### config.mk
export PLATFORM = sky130hd
export DESIGN_NAME = fifo_wr_arbiter_flat
export DESIGN_NICKNAME = d
export VERILOG_FILES = /design/src/rtl/fifo_wr_arbiter_if.sv /design/src/rtl/fifo_wr_arbiter.sv /design/src/flat_wrapper.sv
export SDC_FILE = /design/constraint.sdc
export NUM_CORES = 1
export LEC_CHECK = 0
export CELL_PAD_IN_SITES_DETAIL_PLACEMENT = 1
export CELL_PAD_IN_SITES_GLOBAL_PLACEMENT = 2
export CORE_MARGIN = 4
export CORE_UTILIZATION = 14
export CTS_CLUSTER_SIZE = 30
export DETAILED_ROUTE_END_ITERATION = 8
export GPL_TIMING_DRIVEN = 0
export PLACE_DENSITY = 0.88
export SYNTH_ARGS = -nofsm -noshare
export SYNTH_HDL_FRONTEND = slang
export SYNTH_SLANG_ARGS = --single-unit
### constraint.sdc
create_clock -name clk -period 3.3 [get_ports clk]
set_input_delay 0.33 -clock clk [delete_from_list [all_inputs] [get_ports clk]]
set_output_delay 0.33 -clock clk [all_outputs]
set_load 0.1 [all_outputs]
### src/rtl/fifo_wr_arbiter_if.sv
// Bundle of producer-side and FIFO-side signals around the write arbiter.
// No logic of its own; master is the arbiter, slave is producers plus FIFO.
// Backpressure is carried by req_ready (to producers) and fifo_full (from FIFO).
interface fifo_wr_arbiter_if #(
   parameter int NUM_REQ    = 4,
   parameter int ID_WIDTH   = 2,
   parameter int DATA_WIDTH = 32
);
   logic [NUM_REQ-1:0]             req_valid;
   logic [NUM_REQ-1:0]             req_last;
   logic [NUM_REQ*DATA_WIDTH-1:0]  req_data;
   logic [NUM_REQ-1:0]             req_ready;
   logic                           fifo_push;
   logic [ID_WIDTH+DATA_WIDTH-1:0] fifo_din;
   logic                           fifo_full;
   logic [ID_WIDTH-1:0]            grant_id;
   logic                           busy;
   logic                           burst_ovf;

   modport master (
      input  req_valid, req_last, req_data, fifo_full,
      output req_ready, fifo_push, fifo_din, grant_id, busy, burst_ovf
   );

   modport slave (
      output req_valid, req_last, req_data, fifo_full,
      input  req_ready, fifo_push, fifo_din, grant_id, busy, burst_ovf
   );
endinterface

### src/rtl/fifo_wr_arbiter.sv
// Round-robin packet arbiter sharing one FIFO write port; beats tagged with source ID.
// Latency: 1 cycle from valid in IDLE to grant; beats then pass combinationally.
// Backpressure: fifo_full drops req_ready and push; grant is held until full clears.
module fifo_wr_arbiter #(
   parameter int NUM_REQ    = 4,
   parameter int ID_WIDTH   = 2,
   parameter int DATA_WIDTH = 32,
   parameter int MAX_BURST  = 16
) (
   input  logic              clk,
   input  logic              rstn,
   fifo_wr_arbiter_if.master bus
);
   localparam int NUM_ID = 2**ID_WIDTH;
   localparam int CNT_W  = $clog2(MAX_BURST) + 1;
   localparam logic [ID_WIDTH:0]   NUM_REQ_W = (ID_WIDTH+1)'(NUM_REQ);
   localparam logic [ID_WIDTH-1:0] LAST_ID   = ID_WIDTH'(NUM_REQ-1);
   localparam logic [CNT_W-1:0]    CNT_MAX   = CNT_W'(MAX_BURST-1);

   typedef enum logic {IDLE, LOCKED} state_t;

   state_t              state_q, state_d;
   logic [ID_WIDTH-1:0] rr_ptr_q, rr_ptr_d;
   logic [ID_WIDTH-1:0] grant_q, grant_d;
   logic [CNT_W-1:0]    beat_cnt_q, beat_cnt_d;
   logic                ovf_q, ovf_d;

   // Request vectors widened to the full ID space so a grant_id indexes them
   // directly; IDs at or above NUM_REQ read as never-valid.
   logic [NUM_ID-1:0]     valid_pad, last_pad, ready_pad;
   logic [DATA_WIDTH-1:0] data_arr [NUM_ID];

   logic                pick_vld;
   logic [ID_WIDTH-1:0] pick_idx;
   logic [ID_WIDTH:0]   sum;
   logic                locked, push;
   logic [ID_WIDTH-1:0] rr_next;

   assign valid_pad = NUM_ID'(bus.req_valid);
   assign last_pad  = NUM_ID'(bus.req_last);

   for (genvar g = 0; g < NUM_ID; g++) begin : g_data
      if (g < NUM_REQ) begin : g_used
         assign data_arr[g] = bus.req_data[g*DATA_WIDTH +: DATA_WIDTH];
      end else begin : g_unused
         assign data_arr[g] = '0;
      end
   end

   // Round-robin scan from rr_ptr; walking downward lets the nearest hit win.
   always_comb begin
      pick_vld = 1'b0;
      pick_idx = '0;
      sum      = '0;
      for (int k = NUM_REQ - 1; k >= 0; k--) begin
         sum = {1'b0, rr_ptr_q} + (ID_WIDTH+1)'(k);
         if (sum >= NUM_REQ_W) begin
            sum = sum - NUM_REQ_W;
         end
         if (valid_pad[sum[ID_WIDTH-1:0]]) begin
            pick_vld = 1'b1;
            pick_idx = sum[ID_WIDTH-1:0];
         end
      end
   end

   assign locked  = (state_q == LOCKED);
   assign push    = locked & valid_pad[grant_q] & ~bus.fifo_full;
   assign rr_next = (grant_q == LAST_ID) ? '0 : grant_q + 1'b1;

   // Only the granted producer sees ready, and only while the FIFO has room.
   always_comb begin
      ready_pad = '0;
      if (locked && !bus.fifo_full) begin
         ready_pad[grant_q] = 1'b1;
      end
   end

   assign bus.req_ready = ready_pad[NUM_REQ-1:0];
   assign bus.fifo_push = push;
   assign bus.fifo_din  = {grant_q, data_arr[grant_q]};
   assign bus.grant_id  = grant_q;
   assign bus.busy      = locked;
   assign bus.burst_ovf = ovf_q;

   // Next state: grant in IDLE, release on last beat or when the burst cap is hit.
   always_comb begin
      state_d    = state_q;
      rr_ptr_d   = rr_ptr_q;
      grant_d    = grant_q;
      beat_cnt_d = beat_cnt_q;
      ovf_d      = 1'b0;
      case (state_q)
         IDLE: begin
            if (pick_vld) begin
               grant_d    = pick_idx;
               beat_cnt_d = '0;
               state_d    = LOCKED;
            end
         end
         LOCKED: begin
            if (push) begin
               if (last_pad[grant_q]) begin
                  state_d  = IDLE;
                  rr_ptr_d = rr_next;
               end else if (beat_cnt_q == CNT_MAX) begin
                  state_d  = IDLE;
                  rr_ptr_d = rr_next;
                  ovf_d    = 1'b1;
               end else begin
                  beat_cnt_d = beat_cnt_q + CNT_W'(1);
               end
            end
         end
         default: state_d = IDLE;
      endcase
   end

   // State registers; reset abandons any packet in flight.
   always_ff @(posedge clk or negedge rstn) begin
      if (!rstn) begin
         state_q    <= IDLE;
         rr_ptr_q   <= '0;
         grant_q    <= '0;
         beat_cnt_q <= '0;
         ovf_q      <= 1'b0;
      end else begin
         state_q    <= state_d;
         rr_ptr_q   <= rr_ptr_d;
         grant_q    <= grant_d;
         beat_cnt_q <= beat_cnt_d;
         ovf_q      <= ovf_d;
      end
   end
endmodule
### src/flat_wrapper.sv
// flat-port wrapper written by rule: the top's interface ports become plain ports
module fifo_wr_arbiter_flat 
#(
   parameter int NUM_REQ    = 4,
   parameter int ID_WIDTH   = 2,
   parameter int DATA_WIDTH = 32,
   parameter int MAX_BURST  = 16
)
  (clk, rstn, bus_req_valid, bus_req_last, bus_req_data, bus_fifo_full, bus_req_ready, bus_fifo_push, bus_fifo_din, bus_grant_id, bus_busy, bus_burst_ovf);
  fifo_wr_arbiter_if #(.NUM_REQ(NUM_REQ), .ID_WIDTH(ID_WIDTH), .DATA_WIDTH(DATA_WIDTH)) bus_i ();
  input  logic clk;
  input  logic rstn;
  input wire logic [$bits(bus_i.req_valid)-1:0] bus_req_valid;
  input wire logic [$bits(bus_i.req_last)-1:0] bus_req_last;
  input wire logic [$bits(bus_i.req_data)-1:0] bus_req_data;
  input wire logic [$bits(bus_i.fifo_full)-1:0] bus_fifo_full;
  output wire logic [$bits(bus_i.req_ready)-1:0] bus_req_ready;
  output wire logic [$bits(bus_i.fifo_push)-1:0] bus_fifo_push;
  output wire logic [$bits(bus_i.fifo_din)-1:0] bus_fifo_din;
  output wire logic [$bits(bus_i.grant_id)-1:0] bus_grant_id;
  output wire logic [$bits(bus_i.busy)-1:0] bus_busy;
  output wire logic [$bits(bus_i.burst_ovf)-1:0] bus_burst_ovf;
  assign bus_i.req_valid = bus_req_valid;
  assign bus_i.req_last = bus_req_last;
  assign bus_i.req_data = bus_req_data;
  assign bus_i.fifo_full = bus_fifo_full;
  assign bus_req_ready = bus_i.req_ready;
  assign bus_fifo_push = bus_i.fifo_push;
  assign bus_fifo_din = bus_i.fifo_din;
  assign bus_grant_id = bus_i.grant_id;
  assign bus_busy = bus_i.busy;
  assign bus_burst_ovf = bus_i.burst_ovf;
  fifo_wr_arbiter #(.NUM_REQ(NUM_REQ), .ID_WIDTH(ID_WIDTH), .DATA_WIDTH(DATA_WIDTH), .MAX_BURST(MAX_BURST)) u_core (.clk(clk), .rstn(rstn), .bus(bus_i));
endmodule
==> Yosys cells after proc, flatten, opt, wreduce, memory -nomap -nowiden <==
Cells that the tools add are included.
{ "classes": {"muxes": 47, "div_mod_pow": 0, "reduce_logical": 7, "bitwise_logic": 5, "eq_ne": 6, "order_cmp": 11, "n_mul": 0, "add_sub_neg": 9, "shifts": 0} }
{ "op_table": {"columns": ["cell", "n"], "rows": [
  ["32-bit binary-select mux with 2-bit select", 1],
  ["32-bit 2-to-1 mux", 2],
  ["2-bit 2-to-1 mux", 11],
  ["5-bit 2-to-1 mux", 4],
  ["1-bit 2-to-1 mux", 19],
  ["2-bit by 3-bit less-than comparator with 1-bit output (second input constant)", 5],
  ["1-bit binary-select mux with 2-bit select", 6],
  ["3-bit >= comparator (second input constant)", 4],
  ["5-bit case mux with 2 select lines", 1],
  ["2-bit by 1-bit subtractor with 2-bit output (second input constant)", 4],
  ["2-bit by 2-bit adder with 3-bit output (second input constant)", 2],
  ["2-bit != test (second input constant)", 3],
  ["5-bit by 1-bit adder with 5-bit output (second input constant)", 1],
  ["5-bit by 4-bit equality test with 1-bit output (second input constant)", 1],
  ["4-bit 2-to-1 mux", 1],
  ["4-bit AND reduction", 1],
  ["2-bit by 1-bit adder with 3-bit output (second input constant)", 1],
  ["2-bit by 3-bit >= comparator with 1-bit output (second input constant)", 1],
  ["2-bit inverter with 3-bit output", 1],
  ["3-bit AND reduction", 1],
  ["2-bit by 1-bit adder with 2-bit output (second input constant)", 1],
  ["1-bit AND", 2],
  ["1-bit demux with 2-bit select", 1],
  ["2-bit equality test (second input constant)", 1],
  ["other kinds (8)", 10]
]} }
{ "totals": {"mem_bits_rw": 0, "memories": 0, "inputBits": 139, "out_inout_bits": 43, "latchBits": 0, "rom_bits": 0, "reg_bits": 11, "word_cells": 90} }

==> Logic depth before layout (Yosys ltp) <==
Gate-level depths: netlist (run 1).
{ "depth": {"depth_word": 11, "depth_mapped": 7, "mapped_depth_nobuf": 6} }

==> Worst setup path before layout (run 1) <==
Ideal clock, no wire load.
{ "synth_path": {"path_type": "reg2reg", "startpoint": "register u_core.grant_q[0] (netlist: u_core.bus.grant_id[0])", "endpoint": "register u_core.beat_cnt_q[3]", "required_time_ns": 3.180, "setup_time_ns": 0.120, "stages_incl_launch_ff": 8, "arrival_ns": 2.796, "path_slack_ns": 0.384, "n_path_buf": 2, "period_less_slack_ns": 2.916, "path_cell_list": "dfrtp_1 buf_6 or3b_1 o22a_1 buf_6 inv_1 nand2_1 a31o_2"} }
{ "synth_via": {"elab_chain_cells": 6, "elab_cells_between_ends": 9, "cone_classes": "eq/ne (2); mux (4); bitwise (2); reduce/logical (1)"} }
{ "synth_lines": {"columns": ["item", "line", "rtl"], "rows": [
  ["start: declaration", "fifo_wr_arbiter.sv:24", "logic [ID_WIDTH-1:0] grant_q, grant_d;"],
  ["start signal: assignment", "fifo_wr_arbiter.sv:130", "grant_q <= grant_d;"],
  ["1-bit binary-select mux with 2-bit select", "fifo_wr_arbiter.sv:68", "assign push = locked & valid_pad[grant_q] & ~bus.fifo_full;"],
  ["1-bit 2-to-1 mux (implied by the code)", "fifo_wr_arbiter.sv:68", null],
  ["1-bit AND (2 in a row)", "fifo_wr_arbiter.sv:68", null],
  ["net bus_fifo_push", "flat_wrapper.sv:18", "output wire logic [$bits(bus_i.fifo_push)-1:0] bus_fifo_push;"],
  ["2-bit != test (no line)", null, null],
  ["4-bit AND reduction (no line)", null, null],
  ["end signal: assignment", "fifo_wr_arbiter.sv:131", "beat_cnt_q <= beat_cnt_d;"],
  ["end: declaration", "fifo_wr_arbiter.sv:25", "logic [CNT_W-1:0] beat_cnt_q, beat_cnt_d;"]
]} }
The timed path passes the listed nets, and every way through them passes these cells. The select of a mux whose other input is x is not followed.
A chain may end at the register's enable or synchronous reset.

==> Worst setup path after layout (run 1) <==
{ "layout_path": {"startpoint": "register u_core.grant_q[0] (netlist: u_core.bus.grant_id[0])", "endpoint": "output port bus_fifo_push"} }
{ "layout_via": {"elab_chain_cells": 4} }
{ "layout_lines": {"columns": ["item", "line"], "rows": [
  ["1-bit binary-select mux with 2-bit select", "fifo_wr_arbiter.sv:68"],
  ["1-bit 2-to-1 mux (implied by the code)", "fifo_wr_arbiter.sv:68"],
  ["1-bit AND (2 in a row)", "fifo_wr_arbiter.sv:68"],
  ["end: declaration", "flat_wrapper.sv:18"]
]} }
Every way passes these cells. The select of a mux whose other input is x is not followed.

==> results of run 1 <==
registers in the layout (all words and copies together), names as in the netlist:
| signal | flops |
|---|---|
| u_core.beat_cnt_q | 5 |
| u_core.rr_ptr_q | 2 |
| u_core.bus.busy | 1 |
| u_core.bus.grant_id | 2 |
| u_core.bus.burst_ovf | 1 |
power groups by stage:
stage | Sequential (mW) | Combinational, mW | Clock (mW)
global placement | 0.253 | 3.28 | 0
finish | 0.253 | 3.16 | 0.139
global route | 0.267 | 3.30 | 0.144
detailed placement | 0.256 | 3.31 | 0
CTS | 0.256 | 3.20 | 0.142
floorplan | 0.345 | 2.43 | 0
path summary, 6_finish.rpt:
path | endpoint | start | slack, ns
setup / recovery | bus_fifo_push | u_core.bus.grant_id[0] | 0.11
hold / removal | u_core.beat_cnt_q[0] | rstn | 0.42
setup reg to reg | u_core.rr_ptr_q[1] | u_core.bus.grant_id[1] | 1.26
hold reg to reg | u_core.beat_cnt_q[4] | u_core.beat_cnt_q[4] | 0.54
max in group asynchronous | u_core.rr_ptr_q[1] | rstn | 2.55
min in group clk | u_core.beat_cnt_q[4] | u_core.beat_cnt_q[4] | 0.54
cell families (layout without fill, tap and decap cells):
| group | Yosys count | after routing | share of synthesized area [%] |
|---|---|---|---|
| AO/OA/AOI/OAI | 19 | 19 | 8.31 |
| adder cells (fa/ha/maj) | 6 | 6 | 4.93 |
| buffers and inverters | 18 | 203 | 6.25 |
| flip-flops | 11 | 11 | 18.1 |
| AND/OR/NAND/NOR | 29 | 29 | 10.6 |
| multiplexers | 37 | 37 | 51.8 |
timing repair:
| item | in CTS | in global routing |
|---|---|---|
| gates cloned | 0 | 0 |
| setup buffers | 0 | 0 |
| gates resized for setup | 26 | 4 |
| endpoints found under the setup margin | 26 | 4 |
worst max-delay path, delay by kind of cell, from the launching register on:
family / cells / cell delay, ns
AOI/OAI and AO/OA: 1 / 0.18
and+or+nand+nor: 1 / 0.37
buffers and inverters: 4 / 1.60
DFF: 1 / 0.46
stage by stage:
step                      util, %  worst slack [ns]  instances
after floorplan                 -             0.384        120
after global placement       33.5             0.216        437
after detailed placement     33.5             0.208        437
after CTS                    33.6          0.000516        441
after global routing         33.7           0.00167        441
final                        33.7             0.108        441
layout by cell type (no fill, tap or decap), types with 5 or more instances in the layout:
master,n
dfrtp_1,11
nor2_1,5
ha_1,6
mux4_2,32
dlygate4sd2_1,26
nand2_1,6
o211ai_1,5
clkdlybuf4s50_1,151
inv_1,6
layer usage:
layer  track usage [%]  wire (microns)  vias up
met1              14.4            3090      894
met2              24.0            4290       98
met5                 0               0        -
met3              3.02             658       10
li1                  -               -      864
met4              2.88             172        0
layout make-up:
type                    instances  area [sq um]
plain buffers                  12          72.6
clock buffers                   4          45.0
fillers                      1209          6940
inverters                       6          22.5
multi-input cells              91          1150
flip-flops and latches         11           275
well taps                     136           170
repair buffers                181          1790
==> results.md, run 1 <==
- CTS tree: done
- Hold slack final: between 0.4 and 0.5 ns
- Crit path launch type: flip-flop
- Drt first pass iters: 4
- Critical Path Fanout Max: 10
- Total Power: 3.55 mW
- Switching share of total power: between 60% and 70%
- Critical-path cell list: buf_6, or3b_1, o22a_1, buf_6, inv_1, clkdlybuf4s50_1
- Vias in the first global route: 2,156
- CP required: 2.97 ns
- Max-cap violations: 0
- Flop pwr share: 7.1%
- Height of the die: between 100 and 150 microns
- Largest net degree at the start of global routing: 12
- HP Class: input pin to asynchronous set/reset pin
- Share of post-route cells with drive strength above 1: about 15%
- Post-synth top cells: mux4_2, dfrtp_1, ha_1, inv_1, nand2_1
- Final min period: 3.19 ns
- Avg Inst Size Synth: roughly 13 sq um
- Area Overhead vs Synth: 132%
- Clk pwr share: about 4%
- Clock Skew: roughly 0.0024 ns
- Initial core utilization: between 10% and 20%
- Wire per inst: around 19 microns
- Critical path type: flip-flop to primary output
- First-pass GRT wire length: 12,600 microns
- Grt ovf: 0
- Register area share after synthesis: a little under a fifth
- # hold bufs at CTS: 0
- Yosys reg bits: 11
- H-tree levels: 1
- Most common cell in the netlist: mux4_2
- Status: finished, final reports clean
- Finished Cell Area: 3530 sq um
- Most used cell, CP: buf_6
- IO buf count: approximately 180
- Design internal power: between 1 and 1.5 mW
- Total negative slack: 0 ns
- Worst-path clk slew: around 0.050 ns
- Data arrival time of the worst path: 2.86 ns
- Pwr dens: between 1000 and 1500 nW/um^2
- Post-route clock period utilization: 96.7%
- Synth top area share: a little under half
- Max Fclk: 313 MHz
- R2r worst-path depth: 5
- Drt via density: 4.23
- Clock tree root buffer cell: clkbuf_8
- Gate power share: between 80% and 90%
- Main synth FF type: dfrtp_1
- Initial antenna violation count: 0
- Total CTS buffers: 3
- Clk buf depth: 2
- Synth Instances: between 100 and 150
- Worst VDD drop: ~0.56 mV
- Syn_nets: roughly 270
- Core area: 10,500 sq um
- Final wirelength: 8210 microns
- Slew Viols, Final: 0
- Lkg Pwr: 1.37 nW
- Switch Pwr: around 2.4 mW
- Ys Warns: 0
- Rel. slew slack: 32.7%
- Worst-skew pair later-pin latency: between 0.2 and 0.25 ns
- DPL Wire Length: roughly 7400 microns
- Slew @ Worst Pin: approximately 1.0 ns
- CP max-delay cell: clkdlybuf4s50_1
- Antenna cell count: 0
- DRT iter0 DRCs: 46
- Async SR Flop Fraction: 100%
- Mapped cell area: approximately 1500 sq um
- Vias: between 1,500 and 2,000
- Final RePlAce weighted congestion: roughly 0.84
- Total track usage: approximately 13%
- Antenna Nets Post-Route: 0
- Die Area: 12,600 sq um
- Max incr delay on CP: 1.15 ns
- Final setup vio count: 0
- RSZ-0062 raised after global routing: no
- Final hold violation count: 0
- Post-synth EDFFs: 0
- Std-Cell Rows: 37
- CTS Sinks: 11
- Unique masters post-synth: 34
- Cell taking the most area after synthesis: mux4_2
- Cell Area, Placed: 3500 sq um
- Nets: roughly 450
- Die width: around 110 microns
- Crit path capture type: primary output
- IO Pins: about 180
- DRC errors left: 0
- Dominant cells by area after synthesis: mux4_2, dfrtp_1, ha_1
Power figures use the tool's default switching activity.
==> inputs of run 2 (changes only) <==
--- a/config.mk
+++ b/config.mk
@@ -5,6 +5,7 @@
 export SDC_FILE = /design/constraint.sdc
 export NUM_CORES = 1
 export LEC_CHECK = 0
+export ABC_CLOCK_PERIOD_IN_PS = 3300
 export CELL_PAD_IN_SITES_DETAIL_PLACEMENT = 1
 export CELL_PAD_IN_SITES_GLOBAL_PLACEMENT = 2
 export CORE_MARGIN = 4
@@ -16,3 +17,4 @@
 export SYNTH_ARGS = -nofsm -noshare
 export SYNTH_HDL_FRONTEND = slang
 export SYNTH_SLANG_ARGS = --single-unit
+export TNS_END_PERCENT = 5
==> results of run 2 <==
Final layout, timing and power as in run 1 (identical DEF).
==> inputs of run 3 (changes only) <==
--- a/config.mk
+++ b/config.mk
@@ -6,6 +6,7 @@
 export NUM_CORES = 1
 export LEC_CHECK = 0
 export ABC_CLOCK_PERIOD_IN_PS = 3300
+export CAP_MARGIN = 15
 export CELL_PAD_IN_SITES_DETAIL_PLACEMENT = 1
 export CELL_PAD_IN_SITES_GLOBAL_PLACEMENT = 2
 export CORE_MARGIN = 4
@@ -13,7 +14,7 @@
 export CTS_CLUSTER_SIZE = 30
 export DETAILED_ROUTE_END_ITERATION = 8
 export GPL_TIMING_DRIVEN = 0
-export PLACE_DENSITY = 0.88
+export PLACE_DENSITY = 0.83
 export SYNTH_ARGS = -nofsm -noshare
 export SYNTH_HDL_FRONTEND = slang
 export SYNTH_SLANG_ARGS = --single-unit
==> results.md, run 3 (synthesized netlist as in run 1, its figures left out) <==
- Share of post-route cells with drive strength above 1: 15.4% (unchanged)
- Total Power: 3.55 mW (about the same)
- Total CTS buffers: 3 (unchanged)
- Clk buf depth: 2 (unchanged)
- IO buf count: 181 (unchanged)
- Die Area: 12,600 sq um (unchanged)
- Max Fclk: 329 MHz (was 313 MHz)
- Drt via density: 4.25 (was 4.23)
- Critical path type: flip-flop to primary output (unchanged)
- Critical Path Fanout Max: 10 (unchanged)
- Crit path capture type: primary output (unchanged)
- Final min period: 3.04 ns (was 3.19 ns)
- H-tree levels: 1 (unchanged)
- Pwr dens: 1010 nW/um^2 (about the same)
- Core area: 10,500 sq um (unchanged)
- Clock Skew: 0.00129 ns (was 0.00241 ns)
- Worst setup margin: 0.256 ns (was 0.108 ns)
- Initial antenna violation count: 0 (unchanged)
- Slew Viols, Final: 0 (unchanged)
- Number of buffer and inverter stages on the critical path: 3 (was 4)
- Crit path from: u_core.bus.grant_id[1] (was u_core.bus.grant_id[0])
- Wire per inst: 18.4 microns (was 18.6 microns)
- CTS tree: done (unchanged)
- Crit path launch type: flip-flop (unchanged)
- IO Pins: 182 (unchanged)
- DRC errors left: 0 (unchanged)
- Register area: 275 sq um (unchanged)
- Height of the die: 112 microns (unchanged)
- Drt first pass iters: 4 (unchanged)
- GR Layer Usage met1: 14.8% (was 14.4%)
- Hold slack final: 0.436 ns (was 0.416 ns)
- Critical path's top delay family: buffers and inverters (unchanged)
- Filler cell count: 1,177 (was 1,209)
- Final hold violation count: 0 (unchanged)
- Vias in the first global route: 2,098 (was 2,156)
- CP max-delay cell: dlygate4sd2_1 (was clkdlybuf4s50_1)
- GRT Max-Usage Layer: met2 (unchanged)
- CTS Sinks: 11 (unchanged)
- Max incr delay on CP: 0.89 ns (was 1.15 ns)
- Worst-path clk slew: 0.05 ns (about the same)
- Clock tree root buffer cell: clkbuf_8 (unchanged)
- Total track usage: 12.5% (was 12.7%)
- Grt ovf: 0 (unchanged)
- Cell Area, Placed: 3500 sq um (unchanged)
- Largest net degree at the start of global routing: 12 (unchanged)
- Largest Register: u_core.beat_cnt_q (unchanged)
- Most common cell after layout, fill and taps aside: clkdlybuf4s50_1 (unchanged)
- Routing usage on met2: 22.9% (was 24.0%)
- Final wirelength: 8100 microns (was 8210 microns)
- HP Class: input pin to asynchronous set/reset pin (unchanged)
- Area Overhead vs Synth: 132% (about the same)
- Antenna cell count: 0 (unchanged)
- Final RePlAce weighted congestion: 0.799 (was 0.839)
- Fin cells: 441 (unchanged)
- Worst-skew pair later-pin latency: 0.24 ns (about the same)
- Final Util: 33.7% (about the same)
- RSZ-0062 raised after global routing: no (unchanged)
- Finished Cell Area: 3530 sq um (about the same)
- Lkg Pwr: 1.39 nW (was 1.37 nW)
- Max reg flops: 5 (unchanged)
- DRT iter0 DRCs: 67 (was 46)
- Rel. slew slack: 29.3% (was 32.7%)
- Nets: 451 (unchanged)
- Die width: 112 microns (unchanged)
- Max-cap violations: 0 (unchanged)
- Total negative slack: 0 ns (unchanged)
- Final setup vio count: 0 (unchanged)
- Vias: 1,873 (was 1,866)
- Post-route clock period utilization: 92.2% (was 96.7%)
- Status: finished, final reports clean (unchanged)
- Cells after DPL: 437 (unchanged)
- Slew @ Worst Pin: 1.06 ns (was 1.01 ns)
- Placement Setup Slack: 0.195 ns (was 0.208 ns)
- RR Startpoint: u_core.bus.grant_id[1] (unchanged)
- DPL Wire Length: 7120 microns (was 7390 microns)
- CP required: 2.97 ns (about the same)
- Critical-path cell list: buf_2, clkbuf_1, mux4_2, dlygate4sd2_1 (was buf_6, or3b_1, o22a_1, buf_6, inv_1, clkdlybuf4s50_1)
- Met3 Track Usage GR: 3.29% (was 3.02%)
- Std-Cell Rows: 37 (unchanged)
- Antenna Nets Post-Route: 0 (unchanged)
- Data arrival time of the worst path: 2.71 ns (was 2.86 ns)
- Commonest cells after routing, fill and taps aside: clkdlybuf4s50_1, mux4_2, dlygate4sd2_1, dfrtp_1 (unchanged)
- First-pass GRT wire length: 12,400 microns (was 12,600 microns)
- Multi-input gate area: 1150 sq um (unchanged)
- Initial core utilization: 14.5% (unchanged)
- Worst VDD drop: 0.615 mV (was 0.559 mV)
-- run 3: power breakdown --
part	internal, mW	leakage, nW	switching, mW
combinational	0.886	1.23	2.28
sequential	0.188	0.131	0.0637
clock	0.0849	0.0228	0.0516
-- run 3: cell type report --
cell class | instances | area share (%)
Inverter | 6 | 0.638
Buffer | 12 | 2.06
Timing Repair Buffer | 181 | 50.8
Sequential cell | 11 | 7.80
Multi-Input combinational cell | 91 | 32.6
Clock buffer | 4 | 1.28
Tap cell | 136 | 4.82
-- run 3: final timing paths --
check,end,slack [ns],depth (start not counted)
min,u_core.beat_cnt_q[0],0.44,1
min reg2reg,u_core.beat_cnt_q[4],0.53,2
min in group clk,u_core.beat_cnt_q[4],0.53,2
max in group asynchronous,u_core.bus.grant_id[0],2.52,1
max,bus_fifo_din[3],0.26,4
max reg2reg,u_core.rr_ptr_q[1],1.26,5
-- run 3: what timing repair did --
action	CTS	global route
hold buffers	0	0
gates resized for setup	26	5
pin swaps	0	0
buffers inserted	0	0
setup endpoints to repair	26	5
-- run 3: per-layer routing --
layer	part of all wire [%]	vias to the layer above	wire, microns
li1	-	868	-
met1	39	901	3160
met2	52	97	4210
met3	8.0	7	648
met4	0.99	0	80
met5	0	-	0
-- run 3: worst reg2reg max path: stages, from the launching register on --
cell and delay (ns):
dfrtp_1 0.42, buf_2 0.34, buf_1 0.48, inv_1 0.14
ha_1 0.30, mux2_2 0.26
==> patch, RTL diff (settings of run 3) <==
`MAX_BURST` is set to 16 in 2 places; all go to 32.
--- a/src/rtl/fifo_wr_arbiter.sv
+++ b/src/rtl/fifo_wr_arbiter.sv
@@ -5,7 +5,7 @@
    parameter int NUM_REQ    = 4,
    parameter int ID_WIDTH   = 2,
    parameter int DATA_WIDTH = 32,
-   parameter int MAX_BURST  = 16
+   parameter int MAX_BURST  = 32
 ) (
    input  logic              clk,
    input  logic              rstn,
--- a/src/flat_wrapper.sv
+++ b/src/flat_wrapper.sv
@@ -4,7 +4,7 @@
    parameter int NUM_REQ    = 4,
    parameter int ID_WIDTH   = 2,
    parameter int DATA_WIDTH = 32,
-   parameter int MAX_BURST  = 16
+   parameter int MAX_BURST  = 32
 )
   (clk, rstn, bus_req_valid, bus_req_last, bus_req_data, bus_fifo_full, bus_req_ready, bus_fifo_push, bus_fifo_din, bus_grant_id, bus_busy, bus_burst_ovf);
   fifo_wr_arbiter_if #(.NUM_REQ(NUM_REQ), .ID_WIDTH(ID_WIDTH), .DATA_WIDTH(DATA_WIDTH)) bus_i ();
Check against the original RTL: same outputs for any inputs over 10 cycles, from zero or initial values and one cycle with rstn low; that may be too few to reach the edited logic, so the function may still have changed.
==> patch against run 3 <==
Area after synthesis increased by 6.0%; worst setup slack improved by 0.017 ns; clock power grew 63%; wire length is 0.38% lower; sequential share of layout area is 0.35 points higher; non-clock buffer count fell by 1; power increased by 5.4%; cell area is 4.4% higher; first-iteration DRC count up 28%; sequential cell count grew 1; global-route usage fell by 1.2 points; critical path type unchanged; largest power group unchanged.
==> patch: results (changes against run 3) <==
stage;metric;value;unit;change
final_layout;Seq. cell area;300;sq um;+9.1%
final_layout;Non-clock buffering overhead;0.511;;-0.0173
critical_path;largest stage delay on the critical path;0.87;ns;-0.02 ns
placement;routability cong.;0.723;;-9.4%
yosys;commonest cells in the netlist;mux4_2, dfrtp_1, nand2_1;;
final_layout;layout cell share with drive strength beyond 1;0.165;;+0.0110
grt;GRT Util Overall;0.113;;-0.0122
pwr;clock power share;0.059;;+0.021
critical_path;RR Endpoint;u_core.rr_ptr_q[1]$_DFFE_PN0P_;;
yosys;top post-synthesis cells by area;mux4_2, dfrtp_1, mux2i_1, ha_1, nand2_1;;
critical_path;last element of the critical path;bus_fifo_din[5];;
grt;GR Layer Usage met1;0.125;;-0.0234
pwr;Static Leak;1.52;nW;+10%
grt;largest net degree at the start of global routing;13;;+1
drt;DRT iter0 DRCs;86;;+28%
pwr;VDD IR-drop max;759;uV;+23%
drt;DR top layer;met4;;
yosys;register area share after synthesis;0.186;;+0.00527
yosys;Cell variety after synth;33;;-2.9%
timing;clk_skew;0.00179;ns;+0.000501 ns
final_layout;Multi-input gate area;1230;sq um;+7.3%
drt;vias per std cell;4.25;;about the same
final_layout;Logic inverters;4;;-2
drt;routed wl met3;830;um;+28%
final_layout;Fillers;1234;;+4.8%
final_layout;FFs & Latches;12;;+1
final_layout;Signal buffers;192;;-0.52%
grt;GR Layer Usage met2;0.216;;-0.0132
timing;Least-Margin Pin Slew;1.05;ns;-0.0119 ns
final_layout;comb_multi_in;98;;+7.7%
final_layout;fin nets;455;;+0.89%
grt;global-route wire length before repair;11.7;mm;-5.8%
final_layout;max reg flops;6;;+1
hold_path;hold crit path type;input port to asynchronous set/reset pin;;
placement;dpl hpwl;7.16;mm;+0.49%
die;Die W;115;um;+2.7%
clock_network;Root Buffer;clkbuf_16;;
yosys;asr flop ratio synth;1.00;;unchanged
drt;TritonRoute pass-1 iters;4;;unchanged
drt;routed length on met1;2.72;mm;-14%
final_layout;clk cell area share;0.0204;;+0.00762
grt;vias in the first global route;2199;;+4.8%
pwr;NetSw;0.00245;W;+2.3%
drt;Detailed Route WL;8.07;mm;-0.38%
pwr;P_comb;0.00328;W;+3%
drt;routed wl met2;4.36;mm;+3.5%
placement;placed cell areas;3600;sq um;+2.7%
critical_path;R2R Setup Slk;1.23;ns;-0.03 ns
run_status;outcome;completed;;
patch: stage by stage:
stage	total power, W	setup slack [ns]	std cells	util	hold WS (ns)
finish	0.00375	0.273	449	0.332	0.465
global route	0.00391	0.110	449	0.332	0.503
CTS	0.00381	0.00396	449	0.330	0.487
detailed placement	0.00366	0.230	446	0.325	0.483
global placement	0.00364	0.210	446	0.325	0.477
floorplan	0.00283	0.576	125	-	0.0344
patch: what timing repair did:
action                                  4_1_cts  5_1_grt
hold endpoints to repair                      0        0
resized for setup                            18       12
endpoints found under the setup margin       18       12
gates cloned                                  0        0
pin swaps                                     0        0
patch: logic make-up (layout without fill, tap and decap cells):
| group | count (synthesis) | count (layout) | synth area share |
|---|---|---|---|
| simple gates | 35 | 35 | 0.124 |
| flops | 12 | 12 | 0.186 |
| fa+ha+maj | 5 | 5 | 0.0388 |
| compound gates | 15 | 15 | 0.0737 |
| buf+inv | 15 | 199 | 0.0481 |
| mux | 43 | 43 | 0.529 |
